<file path="config.mk">
export PLATFORM = sky130hd
export DESIGN_NAME = cache_miss_ctrl_flat
export DESIGN_NICKNAME = d
export VERILOG_FILES = /design/src/rtl/cache_pkg.sv /design/src/rtl/cache_miss_ctrl_if.sv /design/src/rtl/cache_miss_ctrl_req_timer.sv /design/src/rtl/cache_miss_ctrl.sv /design/src/flat_wrapper.sv
export SDC_FILE = /design/constraint.sdc
export NUM_CORES = 1
export LEC_CHECK = 0
export BUFFER_PORTS_ARGS = -buffer_cell sky130_fd_sc_hd__clkbuf_2
export CAP_MARGIN = 20
export CORE_ASPECT_RATIO = 1.1
export CORE_MARGIN = 8
export CORE_UTILIZATION = 45
export DETAILED_ROUTE_END_ITERATION = 7
export PLACE_DENSITY = 0.79
export SETUP_SLACK_MARGIN = 0.4
export SKIP_LAST_GASP = 1
export SLEW_MARGIN = 20
export SYNTH_ARGS = -nofsm -noshare
export SYNTH_HDL_FRONTEND = slang
export SYNTH_SLANG_ARGS = --single-unit
export TNS_END_PERCENT = 1
</file>
<file path="constraint.sdc">
create_clock -name clk_i -period 2.1 [get_ports clk_i]
set_input_delay 0.42 -clock clk_i [delete_from_list [all_inputs] [get_ports clk_i]]
set_output_delay 0.42 -clock clk_i [all_outputs]
set_load 0.03 [all_outputs]
</file>
<file path="src/rtl/cache_pkg.sv">
// Shared types and helpers for the cache miss controller: field widths,
// controller state encoding and the word-address compose function.
package cache_pkg;

    localparam int TAG_W  = 27;
    localparam int IDX_W  = 3;
    localparam int ADDR_W = 32;

    typedef enum logic [2:0] {
        IDLE,
        WB,
        RF,
        FILL,
        DONE,
        ERR
    } miss_state_e;

    // Lines hold a single word, so the byte offset is always zero.
    function automatic logic [ADDR_W-1:0] addr_of(input logic [TAG_W-1:0] tag,
                                                  input logic [IDX_W-1:0] index);
        return {tag, index, 2'b00};
    endfunction

endpackage

</file>
<file path="src/rtl/cache_miss_ctrl_if.sv">
// Miss-controller bus bundle: miss capture inputs, main-memory handshake,
// line-array fill port and pipeline status.
interface cache_miss_ctrl_if;
    import cache_pkg::*;

    logic              miss_i;
    logic [TAG_W-1:0]  tag_i;
    logic [IDX_W-1:0]  index_i;
    logic              victim_dirty_i;
    logic [TAG_W-1:0]  victim_tag_i;
    logic [31:0]       victim_data_i;

    logic              mem_req_o;
    logic              mem_we_o;
    logic [ADDR_W-1:0] mem_addr_o;
    logic [31:0]       mem_wdata_o;
    logic              mem_ack_i;
    logic [31:0]       mem_rdata_i;

    logic              fill_we_o;
    logic [IDX_W-1:0]  fill_index_o;
    logic [TAG_W-1:0]  fill_tag_o;
    logic [31:0]       fill_data_o;

    logic              busy_o;
    logic              done_o;
    logic              err_o;

    modport master (
        input  miss_i, tag_i, index_i, victim_dirty_i, victim_tag_i, victim_data_i,
        input  mem_ack_i, mem_rdata_i,
        output mem_req_o, mem_we_o, mem_addr_o, mem_wdata_o,
        output fill_we_o, fill_index_o, fill_tag_o, fill_data_o,
        output busy_o, done_o, err_o
    );

    modport slave (
        output miss_i, tag_i, index_i, victim_dirty_i, victim_tag_i, victim_data_i,
        output mem_ack_i, mem_rdata_i,
        input  mem_req_o, mem_we_o, mem_addr_o, mem_wdata_o,
        input  fill_we_o, fill_index_o, fill_tag_o, fill_data_o,
        input  busy_o, done_o, err_o
    );

endinterface

</file>
<file path="src/rtl/cache_miss_ctrl_req_timer.sv">
// Per-phase request timer: counts unacknowledged request cycles and the
// number of re-issues, flagging a timeout and the final give-up.
module req_timer #(
    parameter int TIMEOUT   = 16,
    parameter int MAX_RETRY = 2
) (
    input  logic clk_i,
    input  logic rst_ni,
    input  logic clear,
    input  logic req,
    input  logic ack,
    output logic timeout,
    output logic give_up
);

    localparam int WAIT_W  = (TIMEOUT > 2) ? $clog2(TIMEOUT) : 1;
    localparam int RETRY_W = (MAX_RETRY > 0) ? $clog2(MAX_RETRY + 1) : 1;
    localparam logic [WAIT_W-1:0]  WAIT_LAST  = WAIT_W'(TIMEOUT - 1);
    localparam logic [RETRY_W-1:0] RETRY_LAST = RETRY_W'(MAX_RETRY);

    logic [WAIT_W-1:0]  wait_cnt;
    logic [RETRY_W-1:0] retry_cnt;

    // An ack on the threshold cycle suppresses the timeout.
    assign timeout = req && !ack && (wait_cnt == WAIT_LAST);
    assign give_up = timeout && (retry_cnt == RETRY_LAST);

    always_ff @(posedge clk_i or negedge rst_ni) begin
        if (!rst_ni) begin
            wait_cnt  <= '0;
            retry_cnt <= '0;
        end else if (clear) begin
            wait_cnt  <= '0;
            retry_cnt <= '0;
        end else if (timeout) begin
            wait_cnt  <= '0;
            retry_cnt <= retry_cnt + RETRY_W'(1);
        end else if (req && !ack) begin
            wait_cnt  <= wait_cnt + WAIT_W'(1);
        end
    end

endmodule

</file>
<file path="src/rtl/cache_miss_ctrl.sv">
// Cache miss controller: optional dirty-victim writeback, refill read and
// line-array fill, with per-phase timeout/retry. All outputs are registered.
module cache_miss_ctrl
    import cache_pkg::*;
#(
    parameter int TIMEOUT   = 16,
    parameter int MAX_RETRY = 2
) (
    input logic               clk_i,
    input logic               rst_ni,
    cache_miss_ctrl_if.master bus
);

    miss_state_e       state_q, state_d;
    logic              req_q, req_d;
    logic              we_q, we_d;
    logic [ADDR_W-1:0] addr_q, addr_d;
    logic [31:0]       wdata_q, wdata_d;
    logic [TAG_W-1:0]  tag_q, tag_d;
    logic [IDX_W-1:0]  idx_q, idx_d;
    logic [31:0]       rdata_q, rdata_d;
    logic              fill_we_q, fill_we_d;
    logic              done_q, done_d;
    logic              err_q, err_d;
    logic              busy_q, busy_d;
    logic              timer_clear;
    logic              timeout;
    logic              give_up;

    req_timer #(
        .TIMEOUT   (TIMEOUT),
        .MAX_RETRY (MAX_RETRY)
    ) u_timer (
        .clk_i   (clk_i),
        .rst_ni  (rst_ni),
        .clear   (timer_clear),
        .req     (req_q),
        .ack     (bus.mem_ack_i),
        .timeout (timeout),
        .give_up (give_up)
    );

    always_ff @(posedge clk_i or negedge rst_ni) begin
        if (!rst_ni) begin
            state_q   <= IDLE;
            req_q     <= 1'b0;
            we_q      <= 1'b0;
            addr_q    <= '0;
            wdata_q   <= '0;
            tag_q     <= '0;
            idx_q     <= '0;
            rdata_q   <= '0;
            fill_we_q <= 1'b0;
            done_q    <= 1'b0;
            err_q     <= 1'b0;
            busy_q    <= 1'b0;
        end else begin
            state_q   <= state_d;
            req_q     <= req_d;
            we_q      <= we_d;
            addr_q    <= addr_d;
            wdata_q   <= wdata_d;
            tag_q     <= tag_d;
            idx_q     <= idx_d;
            rdata_q   <= rdata_d;
            fill_we_q <= fill_we_d;
            done_q    <= done_d;
            err_q     <= err_d;
            busy_q    <= busy_d;
        end
    end

    // Next-state logic computes next output values so every output leaves a flop.
    always_comb begin
        state_d     = state_q;
        req_d       = req_q;
        we_d        = we_q;
        addr_d      = addr_q;
        wdata_d     = wdata_q;
        tag_d       = tag_q;
        idx_d       = idx_q;
        rdata_d     = rdata_q;
        fill_we_d   = 1'b0;
        done_d      = 1'b0;
        err_d       = 1'b0;
        busy_d      = busy_q;
        timer_clear = 1'b0;

        case (state_q)
            IDLE: begin
                if (bus.miss_i) begin
                    tag_d       = bus.tag_i;
                    idx_d       = bus.index_i;
                    busy_d      = 1'b1;
                    req_d       = 1'b1;
                    timer_clear = 1'b1;
                    if (bus.victim_dirty_i) begin
                        state_d = WB;
                        we_d    = 1'b1;
                        addr_d  = addr_of(bus.victim_tag_i, bus.index_i);
                        wdata_d = bus.victim_data_i;
                    end else begin
                        state_d = RF;
                        we_d    = 1'b0;
                        addr_d  = addr_of(bus.tag_i, bus.index_i);
                    end
                end
            end
            WB, RF: begin
                // A dropped request (after an ack or a timeout) re-asserts next cycle.
                if (req_q && bus.mem_ack_i) begin
                    timer_clear = 1'b1;
                    req_d       = 1'b0;
                    if (state_q == WB) begin
                        state_d = RF;
                        we_d    = 1'b0;
                        addr_d  = addr_of(tag_q, idx_q);
                    end else begin
                        state_d   = FILL;
                        rdata_d   = bus.mem_rdata_i;
                        fill_we_d = 1'b1;
                    end
                end else if (give_up) begin
                    timer_clear = 1'b1;
                    req_d       = 1'b0;
                    state_d     = ERR;
                    err_d       = 1'b1;
                    busy_d      = 1'b0;
                end else if (timeout) begin
                    req_d = 1'b0;
                end else if (!req_q) begin
                    req_d = 1'b1;
                end
            end
            FILL: begin
                state_d = DONE;
                done_d  = 1'b1;
                busy_d  = 1'b0;
            end
            DONE:    state_d = IDLE;
            ERR:     state_d = IDLE;
            default: state_d = IDLE;
        endcase
    end

    assign bus.mem_req_o    = req_q;
    assign bus.mem_we_o     = we_q;
    assign bus.mem_addr_o   = addr_q;
    assign bus.mem_wdata_o  = wdata_q;
    assign bus.fill_we_o    = fill_we_q;
    assign bus.fill_index_o = idx_q;
    assign bus.fill_tag_o   = tag_q;
    assign bus.fill_data_o  = rdata_q;
    assign bus.busy_o       = busy_q;
    assign bus.done_o       = done_q;
    assign bus.err_o        = err_q;

endmodule
</file>
<file path="src/flat_wrapper.sv">
// flat-port wrapper written by rule: the top's interface ports become plain ports
module cache_miss_ctrl_flat import cache_pkg::*;
#(
    parameter int TIMEOUT   = 16,
    parameter int MAX_RETRY = 2
)
  (clk_i, rst_ni, bus_miss_i, bus_tag_i, bus_index_i, bus_victim_dirty_i, bus_victim_tag_i, bus_victim_data_i, bus_mem_ack_i, bus_mem_rdata_i, bus_mem_req_o, bus_mem_we_o, bus_mem_addr_o, bus_mem_wdata_o, bus_fill_we_o, bus_fill_index_o, bus_fill_tag_o, bus_fill_data_o, bus_busy_o, bus_done_o, bus_err_o);
  cache_miss_ctrl_if bus_i ();
  input logic clk_i;
  input logic rst_ni;
  input wire logic [$bits(bus_i.miss_i)-1:0] bus_miss_i;
  input wire logic [$bits(bus_i.tag_i)-1:0] bus_tag_i;
  input wire logic [$bits(bus_i.index_i)-1:0] bus_index_i;
  input wire logic [$bits(bus_i.victim_dirty_i)-1:0] bus_victim_dirty_i;
  input wire logic [$bits(bus_i.victim_tag_i)-1:0] bus_victim_tag_i;
  input wire logic [$bits(bus_i.victim_data_i)-1:0] bus_victim_data_i;
  input wire logic [$bits(bus_i.mem_ack_i)-1:0] bus_mem_ack_i;
  input wire logic [$bits(bus_i.mem_rdata_i)-1:0] bus_mem_rdata_i;
  output wire logic [$bits(bus_i.mem_req_o)-1:0] bus_mem_req_o;
  output wire logic [$bits(bus_i.mem_we_o)-1:0] bus_mem_we_o;
  output wire logic [$bits(bus_i.mem_addr_o)-1:0] bus_mem_addr_o;
  output wire logic [$bits(bus_i.mem_wdata_o)-1:0] bus_mem_wdata_o;
  output wire logic [$bits(bus_i.fill_we_o)-1:0] bus_fill_we_o;
  output wire logic [$bits(bus_i.fill_index_o)-1:0] bus_fill_index_o;
  output wire logic [$bits(bus_i.fill_tag_o)-1:0] bus_fill_tag_o;
  output wire logic [$bits(bus_i.fill_data_o)-1:0] bus_fill_data_o;
  output wire logic [$bits(bus_i.busy_o)-1:0] bus_busy_o;
  output wire logic [$bits(bus_i.done_o)-1:0] bus_done_o;
  output wire logic [$bits(bus_i.err_o)-1:0] bus_err_o;
  assign bus_i.miss_i = bus_miss_i;
  assign bus_i.tag_i = bus_tag_i;
  assign bus_i.index_i = bus_index_i;
  assign bus_i.victim_dirty_i = bus_victim_dirty_i;
  assign bus_i.victim_tag_i = bus_victim_tag_i;
  assign bus_i.victim_data_i = bus_victim_data_i;
  assign bus_i.mem_ack_i = bus_mem_ack_i;
  assign bus_i.mem_rdata_i = bus_mem_rdata_i;
  assign bus_mem_req_o = bus_i.mem_req_o;
  assign bus_mem_we_o = bus_i.mem_we_o;
  assign bus_mem_addr_o = bus_i.mem_addr_o;
  assign bus_mem_wdata_o = bus_i.mem_wdata_o;
  assign bus_fill_we_o = bus_i.fill_we_o;
  assign bus_fill_index_o = bus_i.fill_index_o;
  assign bus_fill_tag_o = bus_i.fill_tag_o;
  assign bus_fill_data_o = bus_i.fill_data_o;
  assign bus_busy_o = bus_i.busy_o;
  assign bus_done_o = bus_i.done_o;
  assign bus_err_o = bus_i.err_o;
  cache_miss_ctrl #(.TIMEOUT(TIMEOUT), .MAX_RETRY(MAX_RETRY)) u_core (.clk_i(clk_i), .rst_ni(rst_ni), .bus(bus_i));
endmodule
</file>
==> results_dict.tcl, run 1 <==
set metrics [dict create \
    utilization_pct 61.9 \
    grt_pass1_vias 4952 \
    slew_violations 0 \
    power_mw 15.3 \
    die_w_um 127 \
    antenna_found_initial 0 \
    ys_types 40 \
    finalSetupViolations 0 \
    cts_made_buffers 17 \
    fin_ws_ns 0.451 \
    hold_violations 0 \
    firstDrtPassIters 4 \
    rr_endpoint "u_core.bus.mem_wdata_o[22]" \
    use_met3_pct 8.09 \
    hold-worst-slack_ns 0.222 \
    reg2reg_slack_ns 0.45 \
    period_share_pct 78.5 \
    dp_cells 843 \
    switchingPower_mw 6.66 \
    fin_setup_tns_ns 0 \
    startpoint "u_core.state_q[0]" \
    routed_wl_um 15900 \
    max_freq_mhz 606 \
    top_usage_layer "met2" \
    share_seq_of_total_power_pct 31.7 \
    finalNonFillerCells 876 \
    holdCritStartpoint "bus_victim_data_i[28]" \
    dp_hpwl_um 12100 \
    end_kind "register" \
    startpoint_type "register" \
    die_y_um 138 \
    synth_warnings 0 \
    ys_ff_latch 139 \
    synth_cells 439 \
    grtUsageTotal_pct 18.2 \
    reg2reg_from "u_core.state_q[0]" \
    ys_seq_area_share_pct 57.4 \
    power.clock.fraction_pct 19.9 \
    path_max_fanout 10 \
    cts_num_sinks 139 \
    holdPathEnd "u_core.bus.mem_wdata_o[28]" \
    irDropWorstVdd_uv 917 \
    overflow 0 \
    cp.required_ns 2.39 \
    io_pins 258 \
    grt_max_degree 62 \
    pre_cts_slack_ns 0.304 \
    met1_usage_pct 19.7 \
    drv_cap 0 \
    cts_setup_buffers 0 \
    rr_worst_depth 5 \
    die_area_um2 17500 \
    status "finished clean" \
    place_congestion 0.861 \
    hold_depth 2 \
    fin_skew_ns 0.00520 \
    tritoncts "built" \
    clockBufferDepth 2 \
    fin_crit_ns 1.65 \
    pwr-share-comb_pct 48.4 \
    core_area_um2 13200 \
    n_antenna_cell 0 \
    cts_max_level 4 \
    drive_above_1_share_pct 59.2 \
    final_cell_area_um2 8170 \
    numPortBuffers 255 \
    clkLatencyLatePin_ns 0.41 \
    num_rows 44 \
    leakage_nw 4.18 \
    postRouteAntennaNets 0 \
    avgViaCountPerCell 5.06 \
    swShare_pct 43.4 \
    syn_area_um2 6060 \
    hp-class "in2reg" \
    cts_root_buf "clkbuf_16" \
    use_met2_pct 32.0 \
    final_common_cell "clkbuf_2" \
    p_per_area_nw_per_um2 1880 \
    crit_type "reg2reg" \
    area_growth_pct 34.8 \
    clkTransAtPathRegs_ns 0.06 \
    initialDrtViolationCount 97 \
    nNetsFinal 830 \
    drc 0 \
    grt_pass1_wl_um 25300 \
    syn_area_per_cell_um2 13.8 \
    place_area_um2 7540 \
    p_int_mw 8.68 \
    wl_per_cell_um 18.1 \
    worstPathArrival_ns 1.94 \
    start_util_pct 45.9 \
    rsz0062_at_grt "yes" \
    final_cell_mix "clkbuf_2 (254), dfrtp_1 (135), mux2_2 (92)" \
    vias 4432 \
]
-- power by group through the flow --
stage	registers, mW	clock network [mW]	logic (mW)
after floorplan	7.19	0	2.92
after global placement	4.81	0	7.33
after detailed placement	4.89	0	7.51
after CTS	4.87	3.11	7.53
after global routing	5.05	3.21	7.91
final	4.86	3.05	7.42
-- cells in the mapped netlist --
master / instances / area share, %
a211o_1: 1 / 0.14
a211oi_1: 1 / 0.12
a21o_1: 1 / 0.12
a21oi_1: 6 / 0.50
a2bb2oi_1: 1 / 0.14
a31oi_1: 2 / 0.21
and3_1: 1 / 0.10
and3b_1: 1 / 0.14
and4_1: 1 / 0.14
buf_2: 4 / 0.33
buf_4: 4 / 0.50
buf_6: 10 / 1.9
clkbuf_1: 9 / 0.56
conb_1: 1 / 0.062
dfrtp_1: 139 / 57
ha_1: 2 / 0.41
inv_1: 2 / 0.12
inv_2: 1 / 0.062
mux2_1: 9 / 1.7
mux2_2: 92 / 17
mux2_4: 20 / 5.0
mux2i_1: 32 / 5.3
nand2_1: 38 / 2.4
nand2_2: 1 / 0.10
nand2b_1: 1 / 0.10
nand3_1: 2 / 0.17
nand4_1: 1 / 0.10
nor2_1: 12 / 0.74
nor2_4: 1 / 0.19
nor2b_1: 3 / 0.31
nor3_1: 1 / 0.082
nor3_4: 1 / 0.27
nor3b_1: 1 / 0.12
nor4_4: 1 / 0.35
o21a_1: 1 / 0.12
o21ai_0: 26 / 2.1
o21ai_1: 4 / 0.33
or3_1: 2 / 0.21
xnor2_1: 2 / 0.29
xor2_1: 1 / 0.14
-- worst max-delay path, stage by stage, from the launching register on --
cell	delay (ns)
dfrtp_2	0.45
nand2b_1	0.23
nor3_4	0.21
nand2_2	0.12
buf_4	0.20
mux2_1	0.33
-- area by class of cell --
| class | instances | area (µm²) |
|---|---|---|
| inverters | 3 | 11.3 |
| flip-flops and latches | 139 | 3480 |
| repair buffers | 270 | 1490 |
| clock inverters | 14 | 170 |
| clock buffers | 18 | 439 |
| fillers | 1036 | 5040 |
| well taps | 161 | 201 |
| multi-input cells | 271 | 2380 |
-- how the worst max path moves through the flow --
stage,to,slack (ns),cells past startpoint
floorplan,u_core.bus.fill_data_o[0],0.50,4
global placement,u_core.bus.fill_data_o[19],0.43,4
detailed placement,u_core.bus.mem_addr_o[26],0.30,6
CTS,u_core.bus.mem_addr_o[26],0.39,6
global route,u_core.bus.mem_wdata_o[26],0.38,5
finish,u_core.bus.mem_wdata_o[22],0.45,5
-- state kept, by name, summed over array words and instances (netlist names), 2 cells and up --
name / count
u_core.bus.fill_data_o: 32
u_core.bus.mem_wdata_o: 32
u_core.bus.mem_addr_o: 30
u_core.bus.fill_tag_o: 27
u_core.u_timer.wait_cnt: 4
u_core.bus.fill_index_o: 3
u_core.state_q: 3
u_core.u_timer.retry_cnt: 2
-- layer usage --
layer / routed length [µm] / up-vias
met1: 6020 / 2151
li1: - / 2065
met5: 0 / -
met2: 8060 / 198
met4: 176 / 0
met3: 1600 / 18
-- cell families after synthesis --
family                   after synthesis  synth area share [%]
AND/OR/NAND/NOR                       68                  5.49
buffers and inverters                 30                  3.42
adder cells (fa/ha/maj)                2                 0.413
flip-flops                           139                  57.4
AO/OA/AOI/OAI                         43                  3.84
multiplexers                         153                  29.0
XOR/XNOR                               3                 0.433
other                                  1                0.0618
-- timing repair --
action	in CTS	in global routing
cloned	0	0
hold buffers	1	0
setup endpoints to repair	63	106
pin swaps	0	0
resized for setup	2	5
hold endpoints to repair	36	0
No activity file was read; power rests on OpenSTA's default activity.
==> inputs of run 2 (changes only) <==
--- a/config.mk
+++ b/config.mk
@@ -9,7 +9,7 @@
 export CAP_MARGIN = 20
 export CORE_ASPECT_RATIO = 1.1
 export CORE_MARGIN = 8
-export CORE_UTILIZATION = 45
+export CORE_UTILIZATION = 43
 export DETAILED_ROUTE_END_ITERATION = 7
 export PLACE_DENSITY = 0.79
 export SETUP_SLACK_MARGIN = 0.4
==> constraint.sdc (replaced) <==
create_clock -name clk_i -period 1.51 [get_ports clk_i]
set_input_delay 0.302 -clock clk_i [delete_from_list [all_inputs] [get_ports clk_i]]
set_output_delay 0.302 -clock clk_i [all_outputs]
set_load 0.03 [all_outputs]
==> results_dict.tcl, run 2 (synthesis gave the netlist of run 1 again) <==
set metrics [dict create \
    hold_depth 2 \
    switchingPower_mw 9.71 \
    final_common_cell "clkbuf_2" \
    leakage_nw 4.39 \
    crit_type "reg2reg" \
    grtUsageTotal_pct 18.6 \
    vias 4579 \
    path_depth 6 \
    swShare_pct 41.6 \
    drc 0 \
    fin_setup_tns_ns -3.80 \
    place_area_um2 7700 \
    violations "negative setup slack" \
    overflow 0 \
    pwr-share-comb_pct 50.4 \
    hp-class "in2reg" \
    status "finished with violations" \
    cpMaxStageDelayCell "dfrtp_1" \
    clkLatencyLatePin_ns 0.41 \
    share_seq_of_total_power_pct 28.9 \
    fin_skew_ns 0.00873 \
    start_util_pct 44.0 \
    clockBufferDepth 2 \
    crit_chain "nand2b_1, buf_4, a211o_4, clkbuf_16, nand2_1, o21ai_1" \
    cts_max_level 4 \
    worstPathArrival_ns 1.87 \
    timing.critical_path.buf_inv 2 \
    rr_worst_depth 6 \
    nNetsFinal 852 \
    slew_violations 0 \
    period_share_pct 105 \
    final_cell_mix "clkbuf_2 (254), dfrtp_1 (137), mux2_2 (92)" \
    num_rows 45 \
    io_pins 258 \
    path_max_fanout 26 \
    initialDrtViolationCount 146 \
    n_antenna_cell 0 \
    clkTransAtPathRegs_ns 0.06 \
    drive_above_1_share_pct 60.4 \
    slowest_delay_ns 0.38 \
    tritoncts "built" \
    firstDrtPassIters 4 \
    drv_cap 0 \
    core_area_um2 13800 \
    cts_root_buf "clkbuf_16" \
    hold_violations 0 \
    cp.required_ns 1.80 \
    fin_ws_ns -0.0708 \
    avgViaCountPerCell 4.95 \
    die_w_um 129 \
    postRouteAntennaNets 0 \
    wl_per_cell_um 18.5 \
    die_area_um2 18200 \
    cts_made_buffers 17 \
    cts_num_sinks 139 \
    p_int_mw 13.6 \
    grt_max_degree 53 \
    area_growth_pct 42.1 \
    power.clock.fraction_pct 20.7 \
    cp_top_family "compound AO/OA/AOI/OAI gates" \
    place_congestion 0.821 \
    final_cell_area_um2 8620 \
    antenna_found_initial 0 \
    numPortBuffers 255 \
    max_freq_mhz 633 \
    p_per_area_nw_per_um2 2710 \
    end_kind "register" \
    startpoint_type "register" \
    routed_wl_um 17200 \
    dp_hpwl_um 12700 \
    irDropWorstVdd_uv 1250 \
    grt_pass1_wl_um 26200 \
    finalSetupViolations 114 \
    grt_pass1_vias 5039 \
    fin_crit_ns 1.58 \
    rsz0062_at_grt "yes" \
    die_y_um 141 \
]
## run 2: metrics by stage
stage / hold WS, ns / util (%) / setup slack (ns) / instances / total power [mW]
6_report: 0.0976 / 62.5 / -0.0708 / 925 / 23.3
5_1_grt: 0.0908 / 62.5 / -0.145 / 925 / 24.5
4_1_cts: 0.0841 / 61.7 / -0.108 / 922 / 23.1
3_5_place_dp: 0.220 / 55.9 / -0.104 / 884 / 17.5
3_3_place_gp: 0.223 / 55.9 / -0.0618 / 884 / 17.1
2_1_floorplan: 0.00641 / - / -0.0763 / 440 / 14.1
## run 2: repair_timing
action                     CTS  global route
cloned                       2             3
setup buffers                3             0
pin swaps                    1             4
gates resized for setup      8             6
hold buffers                 1             0
hold endpoints to repair    31             0
setup endpoints to repair  268           268
## run 2: final timing paths
kind / slack [ns] / start / end
max: -0.07 / u_core.state_q[0] / u_core.bus.mem_addr_o[25]
min: 0.1 / bus_victim_data_i[25] / u_core.bus.mem_wdata_o[25]
max reg2reg: -0.07 / u_core.state_q[0] / u_core.bus.mem_addr_o[25]
min reg2reg: 0.49 / u_core.bus.mem_addr_o[13] / u_core.bus.mem_addr_o[13]
max in group asynchronous: 0.60 / rst_ni / u_core.bus.mem_addr_o[25]
min in group asynchronous: 0.36 / rst_ni / u_core.bus.fill_data_o[19]
## run 2: layer usage
metal	share of wire (%)	wire, µm	track usage (%)
met3	11	1850	8.50
met4	1.5	261	6.69
met5	0	0	0
met1	38	6540	19.8
met2	50	8510	31.5
## run 2: power by group through the flow
stage | clock, mW | sequential [mW] | combinational (mW)
CTS | 4.94 | 6.73 | 11.4
global route | 5.09 | 6.98 | 12.4
detailed placement | 0 | 6.77 | 10.7
global placement | 0 | 6.65 | 10.5
floorplan | 0 | 9.99 | 4.07
finish | 4.84 | 6.73 | 11.8
## run 2: layout make-up
type / instances / area (µm²)
Fill cell: 1049 / 5180
Tap cell: 188 / 235
Sequential cell: 139 / 3480
Inverter: 3 / 13.8
Clock buffer: 19 / 453
Clock inverter: 13 / 236
Timing Repair Buffer: 292 / 1780
Multi-Input combinational cell: 271 / 2410
## run 2: worst reg2reg max path, cell delays in order (launching register included)
cell       delay [ns]
dfrtp_1          0.38
nand2b_1         0.20
buf_4            0.17
a211o_4          0.37
clkbuf_16        0.20
nand2_1          0.08
o21ai_1          0.07
==> inputs of run 3 (changes only) <==
--- a/config.mk
+++ b/config.mk
@@ -12,6 +12,7 @@
 export CORE_UTILIZATION = 43
 export DETAILED_ROUTE_END_ITERATION = 7
 export PLACE_DENSITY = 0.79
+export RECOVER_POWER = 100
 export SETUP_SLACK_MARGIN = 0.4
 export SKIP_LAST_GASP = 1
 export SLEW_MARGIN = 20
==> results_dict.tcl, run 3 (synthesis gave the netlist of run 1 again) <==
set metrics [dict create \
    swShare_pct 41.6 \
    grt_max_degree 53 \
    status "finished with violations" \
    switchingPower_mw 9.71 \
    power_mw 23.3 \
    share_seq_of_total_power_pct 28.9 \
    fin_crit_ns 1.58 \
    cpMaxStageDelayCell "dfrtp_1" \
    die_area_um2 18200 \
    grt_pass1_wl_um 26200 \
    crit_type "reg2reg" \
    cp_top_family "compound AO/OA/AOI/OAI gates" \
    tritoncts "built" \
    fin_skew_ns 0.00873 \
    n_antenna_cell 0 \
    hold-worst-slack_ns 0.0976 \
    final_cell_mix "clkbuf_2 (255), dfrtp_1 (137), mux2_2 (92)" \
    initialDrtViolationCount 148 \
    worstPathArrival_ns 1.87 \
    area_growth_pct 42.0 \
    vias 4580 \
    cp.required_ns 1.80 \
    violations "negative setup slack" \
    pwr-share-comb_pct 50.4 \
    worstMarginPinSlew_ns 0.941 \
    fin_ws_ns -0.0708 \
    timing.critical_path.buf_inv 2 \
    p_int_mw 13.6 \
    io_pins 258 \
    power.clock.fraction_pct 20.7 \
    firstDrtPassIters 4 \
    clockBufferDepth 2 \
    place_congestion 0.821 \
    hold_violations 0 \
    fin_setup_tns_ns -3.79 \
    drive_above_1_share_pct 60.4 \
    num_rows 45 \
    grt_pass1_vias 5039 \
    cts_made_buffers 17 \
    wl_per_cell_um 18.5 \
    overflow 0 \
    end_kind "register" \
    slew_headroom_pct 37.3 \
    cts_num_sinks 139 \
    avgViaCountPerCell 4.95 \
    start_util_pct 44.0 \
    routed_wl_um 17200 \
    slew_violations 0 \
    finalSetupViolations 114 \
    crit_chain "nand2b_1, buf_4, a211o_4, clkbuf_16, nand2_1, o21ai_1" \
    numPortBuffers 255 \
    fillers 1051 \
    clkTransAtPathRegs_ns 0.06 \
    multi_input_comb_area_um2 2410 \
    hp-class "in2reg" \
    path_max_fanout 26 \
    dp_hpwl_um 12700 \
    max_freq_mhz 633 \
    antenna_found_initial 0 \
    finalNonFillerCells 925 \
    dp_cells 884 \
    leakage_nw 4.39 \
    final_common_cell "clkbuf_2" \
    cts_max_level 4 \
    irDropWorstVdd_uv 1250 \
    postRouteAntennaNets 0 \
    drv_cap 0 \
    startpoint_type "register" \
    p_per_area_nw_per_um2 2710 \
    regArea_um2 3480 \
    die_w_um 129 \
    slowest_delay_ns 0.38 \
    core_area_um2 13800 \
    rsz0062_at_grt "yes" \
    die_y_um 141 \
    cts_root_buf "clkbuf_16" \
    period_share_pct 105 \
    drc 0 \
    grtUsageTotal_pct 18.6 \
    nNetsFinal 852 \
    clkLatencyLatePin_ns 0.41 \
]
==> run 3: stage by stage <==
step	cell area, µm²	worst slack, ns	util [%]
3_5_place_dp	7700	-0.104	55.9
3_3_place_gp	7700	-0.0618	55.9
5_1_grt	8610	-0.145	62.4
4_1_cts	8520	-0.108	61.7
6_report	8610	-0.0708	62.4
2_1_floorplan	6070	-0.0763	-
==> run 3: worst paths after layout <==
kind | from | end | slack [ns] | depth (start not counted)
min reg2reg | u_core.bus.mem_addr_o[13] | u_core.bus.mem_addr_o[13] | 0.49 | 2
min | bus_victim_data_i[25] | u_core.bus.mem_wdata_o[25] | 0.1 | 2
max reg2reg | u_core.state_q[0] | u_core.bus.mem_addr_o[25] | -0.07 | 6
max in group asynchronous | rst_ni | u_core.bus.mem_addr_o[25] | 0.15 | 3
max | u_core.state_q[0] | u_core.bus.mem_addr_o[25] | -0.07 | 6
min in group asynchronous | rst_ni | u_core.bus.fill_data_o[19] | 0.58 | 2
==> run 3: power by group through the flow <==
| stage | Clock [mW] | Sequential, mW | Combinational [mW] |
|---|---|---|---|
| detailed placement | 0 | 6.77 | 10.7 |
| CTS | 4.94 | 6.73 | 11.4 |
| global placement | 0 | 6.65 | 10.5 |
| finish | 4.84 | 6.73 | 11.8 |
| global route | 5.09 | 6.98 | 12.4 |
| floorplan | 0 | 9.99 | 4.07 |
==> run 3: layout make-up <==
cell class,count,share of cell area (%)
Clock inverter,13,2.75
Timing Repair Buffer,292,20.6
Tap cell,188,2.73
Clock buffer,19,5.26
Multi-Input combinational cell,271,28.0
Inverter,3,0.160
Sequential cell,139,40.4
==> run 3: layer usage <==
metal / GRT usage, % / wire [µm]
met1: 19.8 / 6540
met2: 31.5 / 8510
met3: 8.50 / 1850
met4: 6.69 / 261
met5: 0 / 0
==> run 3: what timing repair did <==
action / CTS / global route
hold buffers: 1 / 0
cloned: 2 / 3
pin swaps: 1 / 4
buffers inserted: 3 / 0
endpoints found under the setup margin: 268 / 268
endpoints found under the hold margin: 31 / 0
gates resized for setup: 8 / 6
